`config.mk`:
```
export PLATFORM = sky130hd
export DESIGN_NAME = adder_rr_arbiter
export DESIGN_NICKNAME = d
export VERILOG_FILES = /design/src/rtl/adder_arb_pkg.sv /design/src/rtl/adder_rr_arbiter_rr_pick.sv /design/src/rtl/adder_rr_arbiter.sv
export SDC_FILE = /design/constraint.sdc
export NUM_CORES = 1
export LEC_CHECK = 0
export CAP_MARGIN = 20
export CELL_PAD_IN_SITES_DETAIL_PLACEMENT = 1
export CELL_PAD_IN_SITES_GLOBAL_PLACEMENT = 1
export CORE_ASPECT_RATIO = 0.5
export CORE_MARGIN = 3
export CORE_UTILIZATION = 30
export CTS_CLUSTER_DIAMETER = 100
export DETAILED_ROUTE_END_ITERATION = 8
export PLACE_DENSITY = 0.8
export SLEW_MARGIN = 20
export SYNTH_ARGS = -nofsm -noshare
export SYNTH_HDL_FRONTEND = slang
export SYNTH_HIERARCHICAL = 1
export SYNTH_SLANG_ARGS = --single-unit
export TNS_END_PERCENT = 50
```
`constraint.sdc`:
```
create_clock -name clk -period 2.9 [get_ports clk]
set_clock_uncertainty 0.1 [all_clocks]
set_input_delay 0.29 -clock clk [delete_from_list [all_inputs] [get_ports clk]]
set_output_delay 0.29 -clock clk [all_outputs]
set_load 0.005 [all_outputs]
```
`src/rtl/adder_arb_pkg.sv`:
```
// Shared types and defaults for the round-robin adder arbiter.
// Latency: n/a (declarations only).
// Backpressure: n/a.
package adder_arb_pkg;

    localparam int WIDTH_DEF = 32;
    localparam int NREQ_DEF  = 4;
    localparam int ID_W      = $clog2(NREQ_DEF);
    localparam int CNT_W     = 16;

    typedef enum logic [1:0] {
        IDLE = 2'd0,
        CALC = 2'd1,
        RESP = 2'd2
    } state_t;

endpackage

```
`src/rtl/adder_rr_arbiter_rr_pick.sv`:
```
// Round-robin priority picker: first set req bit at or above ptr, wrapping.
// Latency: purely combinational.
// Backpressure: none; the caller decides whether the pick is consumed.
module rr_pick
    import adder_arb_pkg::*;
#(
    parameter int NREQ = NREQ_DEF,
    parameter int IW   = $clog2(NREQ)
) (
    input  logic [NREQ-1:0] req,
    input  logic [IW-1:0]   ptr,
    output logic [IW-1:0]   gnt_id,
    output logic            gnt_any
);

    // Scan from lowest priority to highest so the last hit (closest to ptr) wins.
    always_comb begin
        int idx;
        gnt_id  = '0;
        gnt_any = 1'b0;
        idx     = 0;
        for (int k = NREQ - 1; k >= 0; k--) begin
            idx = int'(ptr) + k;
            if (idx >= NREQ) begin
                idx = idx - NREQ;
            end
            if (req[idx]) begin
                gnt_id  = IW'(idx);
                gnt_any = 1'b1;
            end
        end
    end

endmodule

```
`src/rtl/adder_rr_arbiter.sv`:
```
// Shares one carry-lookahead adder among NREQ requesters with round-robin grant.
// Latency: accept in IDLE, sum registered in CALC, response offered in RESP (3 cycles min).
// Backpressure: RESP holds until the owner's rsp_ready; no request accepted outside IDLE.
module adder_rr_arbiter
    import adder_arb_pkg::*;
#(
    parameter int NREQ  = NREQ_DEF,
    parameter int WIDTH = WIDTH_DEF
) (
    input  logic                    clk,
    input  logic                    rst_n,
    input  logic [NREQ-1:0]         req_valid,
    output logic [NREQ-1:0]         req_ready,
    input  logic [NREQ*WIDTH-1:0]   req_a,
    input  logic [NREQ*WIDTH-1:0]   req_b,
    output logic [NREQ-1:0]         rsp_valid,
    input  logic [NREQ-1:0]         rsp_ready,
    output logic [WIDTH-1:0]        rsp_sum,
    output logic                    rsp_carry,
    output logic [$clog2(NREQ)-1:0] rsp_id,
    output logic                    busy,
    output logic [CNT_W-1:0]        done_cnt
);

    localparam int IW = $clog2(NREQ);

    state_t           state;
    state_t           state_nxt;
    logic [IW-1:0]    rr_ptr;
    logic [IW-1:0]    id_q;
    logic [IW-1:0]    gnt_id;
    logic             gnt_any;
    logic [WIDTH-1:0] a_q;
    logic [WIDTH-1:0] b_q;
    logic [WIDTH-1:0] sum_q;
    logic             carry_q;
    logic [WIDTH-1:0] cla_sum;
    logic             cla_carry;
    logic             accept;
    logic             rsp_done;

    rr_pick #(
        .NREQ (NREQ),
        .IW   (IW)
    ) u_pick (
        .req     (req_valid),
        .ptr     (rr_ptr),
        .gnt_id  (gnt_id),
        .gnt_any (gnt_any)
    );

    // Parallel-prefix carry lookahead on the latched operands; g[i] ends as carry out of bit i.
    always_comb begin
        logic [WIDTH-1:0] g;
        logic [WIDTH-1:0] p;
        logic [WIDTH-1:0] x;
        x = a_q ^ b_q;
        g = a_q & b_q;
        p = x;
        for (int d = 1; d < WIDTH; d = d * 2) begin
            for (int i = WIDTH - 1; i >= d; i--) begin
                g[i] = g[i] | (p[i] & g[i-d]);
                p[i] = p[i] & p[i-d];
            end
        end
        cla_sum   = x ^ {g[WIDTH-2:0], 1'b0};
        cla_carry = g[WIDTH-1];
    end

    // Next-state and handshake decode; only IDLE grants, only RESP offers a result.
    always_comb begin
        state_nxt = state;
        req_ready = '0;
        rsp_valid = '0;
        accept    = 1'b0;
        rsp_done  = 1'b0;
        case (state)
            IDLE: begin
                if (gnt_any) begin
                    req_ready[gnt_id] = 1'b1;
                    accept            = 1'b1;
                    state_nxt         = CALC;
                end
            end
            CALC: begin
                state_nxt = RESP;
            end
            RESP: begin
                rsp_valid[id_q] = 1'b1;
                if (rsp_ready[id_q]) begin
                    rsp_done  = 1'b1;
                    state_nxt = IDLE;
                end
            end
            default: begin
                state_nxt = IDLE;
            end
        endcase
    end

    // State register.
    always_ff @(posedge clk or negedge rst_n) begin
        if (!rst_n) begin
            state <= IDLE;
        end else begin
            state <= state_nxt;
        end
    end

    // Operand/result capture, completion count and pointer advance on response completion.
    always_ff @(posedge clk or negedge rst_n) begin
        if (!rst_n) begin
            a_q      <= '0;
            b_q      <= '0;
            id_q     <= '0;
            sum_q    <= '0;
            carry_q  <= 1'b0;
            rr_ptr   <= '0;
            done_cnt <= '0;
        end else begin
            if (accept) begin
                a_q  <= req_a[gnt_id*WIDTH +: WIDTH];
                b_q  <= req_b[gnt_id*WIDTH +: WIDTH];
                id_q <= gnt_id;
            end
            if (state == CALC) begin
                sum_q   <= cla_sum;
                carry_q <= cla_carry;
            end
            if (rsp_done) begin
                done_cnt <= done_cnt + 1'b1;
                rr_ptr   <= (id_q == IW'(NREQ - 1)) ? '0 : id_q + 1'b1;
            end
        end
    end

    assign rsp_sum   = sum_q;
    assign rsp_carry = carry_q;
    assign rsp_id    = id_q;
    assign busy      = (state != IDLE);

endmodule
```
==> run summary <==
DR pass1 iterations -> 4
Vias per cell -> 5.27
Post-synth net total -> 997
Yosys synthesis warning count -> 6
DRC -> 0
Sequential share of power -> 21.5%
Critical path type -> register to register
Clock tree buffer depth -> 2
Die Area -> 28800 sq um
Die height -> 121 um
Initial antenna violation count -> 0
Sequential fraction of the synthesis area -> 37.2%
Clk pwr share -> 15.9%
Total Routing Usage GR -> 20.4%
CP Capture Type -> register
Lkg Pwr -> 0.00497 uW
Row count -> 41
Share of cells above drive strength 1 -> 19.6%
Crit path max fanout -> 8
Tot Pwr -> 14200 uW
RR Startpoint -> a_q[12]$_DFFE_PN0P_
Synth Cell Area -> 8000 sq um
Pwr dens -> 1140 nW/um^2
Num CTS Buffers -> 17
Minimum clock period -> 2.79 ns
Cells after synthesis -> 693
Combinational share of power -> 62.5%
Most common cell in the synthesized netlist -> dfrtp_1
Hpwl dp -> 24.0 mm
Reg-to-Reg End -> rsp_sum[28]$_DFFE_PN0N_
CP Launch Type -> register
Worst Reg-to-Reg Cells -> 8
Final hold violation count -> 0
Initial Utilization -> 31.1%
Worst ir drop on vdd -> 0.526 mV
P_int -> 8230 uW
Most instantiated cells after synthesis -> dfrtp_1 (119), nand2_1 (69), mux2_2 (68), mux4_2 (65), ha_1 (37)
Layout area overhead -> 54.9%
Crit path DAT -> 3.04 ns
Async set or reset register ratio after synthesis -> 100%
Sw Ratio -> 42.0%
Critical path data required time -> 3.15 ns
Least-Margin Pin Slew -> 0.818 ns
R2R setup slack -> 0.11 ns
Synth Register Bits -> 119
ANT cells -> 0
Main flop type after synthesis -> dfrtp_1
H-tree depth -> 4
# setup viols final -> 0
CTS root buf -> clkbuf_16
Filler cells -> 2697
Period utilization -> 96.1%
Post-synth EDFFs -> 0
Final nets -> 1317
Rel. slew slack -> 45.4%
Post-route ant nets -> 0
GPL Wtd Cong -> 0.858
Die Wd -> 237 um
Drt total wl -> 30.0 mm
# port buffers -> 325
CTS sink cnt -> 119
TritonCTS clock tree -> yes
P_sw -> 5960 uW
Total gr overflow -> 0
Wire length per cell -> 21.9 um
Top cells by area, synth -> dfrtp_1 (37%), mux4_2 (18%), mux2_2 (9.6%)
Avg Inst Size Synth -> 11.5 sq um
Peak Freq -> 359 MHz
Clock Latency Late Sink -> 0.42 ns
Final core utilization -> 48.2%
Largest net degree at the start of global routing -> 52
HP Class -> input pin to asynchronous set/reset pin
Worst-path clk slew -> 0.06 ns
Total number of vias -> 7212
RSZ-0062 raised after global routing -> true
Yosys top cell area share -> 37.2%
Post-synthesis cell type count -> 59
Max cap viols -> 0
Area leader, netlist -> dfrtp_1
Vias in the first global route -> 7890
Core area -> 25700 sq um
Ports -> 326
1st-iter DRT viols -> 320
Final Max Slew Viols -> 0
First-pass GRT wire length -> 45.6 mm
Status -> finished, final reports clean
power by group through the flow:
stage | Combinational, uW | Clock [uW] | Sequential, uW
after CTS | 8770 | 2300 | 3070
after detailed placement | 8650 | 0 | 3090
after global placement | 8340 | 0 | 3040
after floorplan | 5770 | 0 | 2890
final | 8870 | 2260 | 3060
after global routing | 9660 | 2380 | 3170
routing by layer:
layer	up-vias	share of wire, %	GRT usage (%)
li1	3283	-	-
met1	3712	42	25.8
met2	179	53	36.7
met3	38	3.2	2.82
met4	0	2.1	5.43
met5	-	0	0
critical path, stage by stage (launching register included):
cell      delay, ns
dfrtp_1        0.39
ha_1           0.45
nand3_1        0.23
or3_1          0.43
o31a_1         0.28
o211ai_1       0.13
a31oi_1        0.19
or4_1          0.43
nand3_1        0.09
cell type report:
type                            count  area [sq um]  share of cell area (%)
Tap cell                          344           430                    3.47
Multi-Input combinational cell    516          4860                    39.2
Sequential cell                   119          2980                    24.0
Inverter                           12          45.0                   0.363
Clock buffer                       22           464                    3.74
Clock inverter                      9           149                    1.20
Timing Repair Buffer              347          3470                    28.0
logic make-up after synthesis:
kind of cell             synth area share [%]
AO/OA/AOI/OAI                            12.2
XOR/XNOR                                 3.83
adder cells (fa/ha/maj)                  6.03
buffers and inverters                    2.83
flip-flops                               37.2
multiplexers                             28.0
AND/OR/NAND/NOR                          9.87
cells in the final DEF, fill, tap and decap left out, drive strengths merged, types with 6 or more instances in the layout:
cell type,instances
nand2b,6
clkdlybuf4s50,324
o211ai,10
mux4,65
dfrtp,119
inv,12
a21oi,36
and3,7
xnor2,21
buf,22
and2,7
clkbuf,22
mux2,68
xor2,14
nand3,17
nor2,20
ha,37
nand4,11
a21o,21
o21ai,37
nor3,6
nand2,69
per-stage QoR:
stage | cells | worst slack [ns] | setup TNS [ns] | cell area (sq um) | hold slack, ns
detailed placement | 1335 | 0.0244 | 0 | 11700 | 0.281
floorplan | 693 | 0.327 | 0 | 8000 | -0.106
CTS | 1367 | 0.0109 | 0 | 12300 | 0.377
global route | 1369 | -0.0281 | -0.119 | 12400 | 0.420
global placement | 1335 | 0.0953 | 0 | 11700 | 0.276
finish | 1369 | 0.113 | 0 | 12400 | 0.370
flip-flops by register name, summed over array words and instances, names as in the netlist:
name,count
rr_ptr,2
state,2
a_q,32
b_q,32
rsp_carry,1
rsp_sum,32
done_cnt,16
rsp_id,2
how the worst max path moves through the flow:
stage / start / to / cells past startpoint
4_1_cts: a_q[0]$_DFFE_PN0P_ / rsp_sum[20]$_DFFE_PN0N_ / 9
5_1_grt: a_q[4]$_DFFE_PN0P_ / rsp_sum[20]$_DFFE_PN0N_ / 8
2_1_floorplan: rr_ptr[1]$_DFFE_PN0P_ / b_q[14]$_DFFE_PN0P_ / 7
6_report: a_q[12]$_DFFE_PN0P_ / rsp_sum[28]$_DFFE_PN0N_ / 8
3_3_place_gp: a_q[0]$_DFFE_PN0P_ / rsp_sum[20]$_DFFE_PN0N_ / 9
3_5_place_dp: a_q[0]$_DFFE_PN0P_ / rsp_sum[20]$_DFFE_PN0N_ / 9
timing repair:
item                                   4_1_cts  5_1_grt
gates resized for setup                      1        7
hold buffers                                 1        0
endpoints found under the hold margin       49        0
cloned                                       0        0
setup endpoints to repair                    1       11
pin swaps                                    0        2
buffers inserted                             0        2
Note: power is estimated with default switching activity, not from simulation.
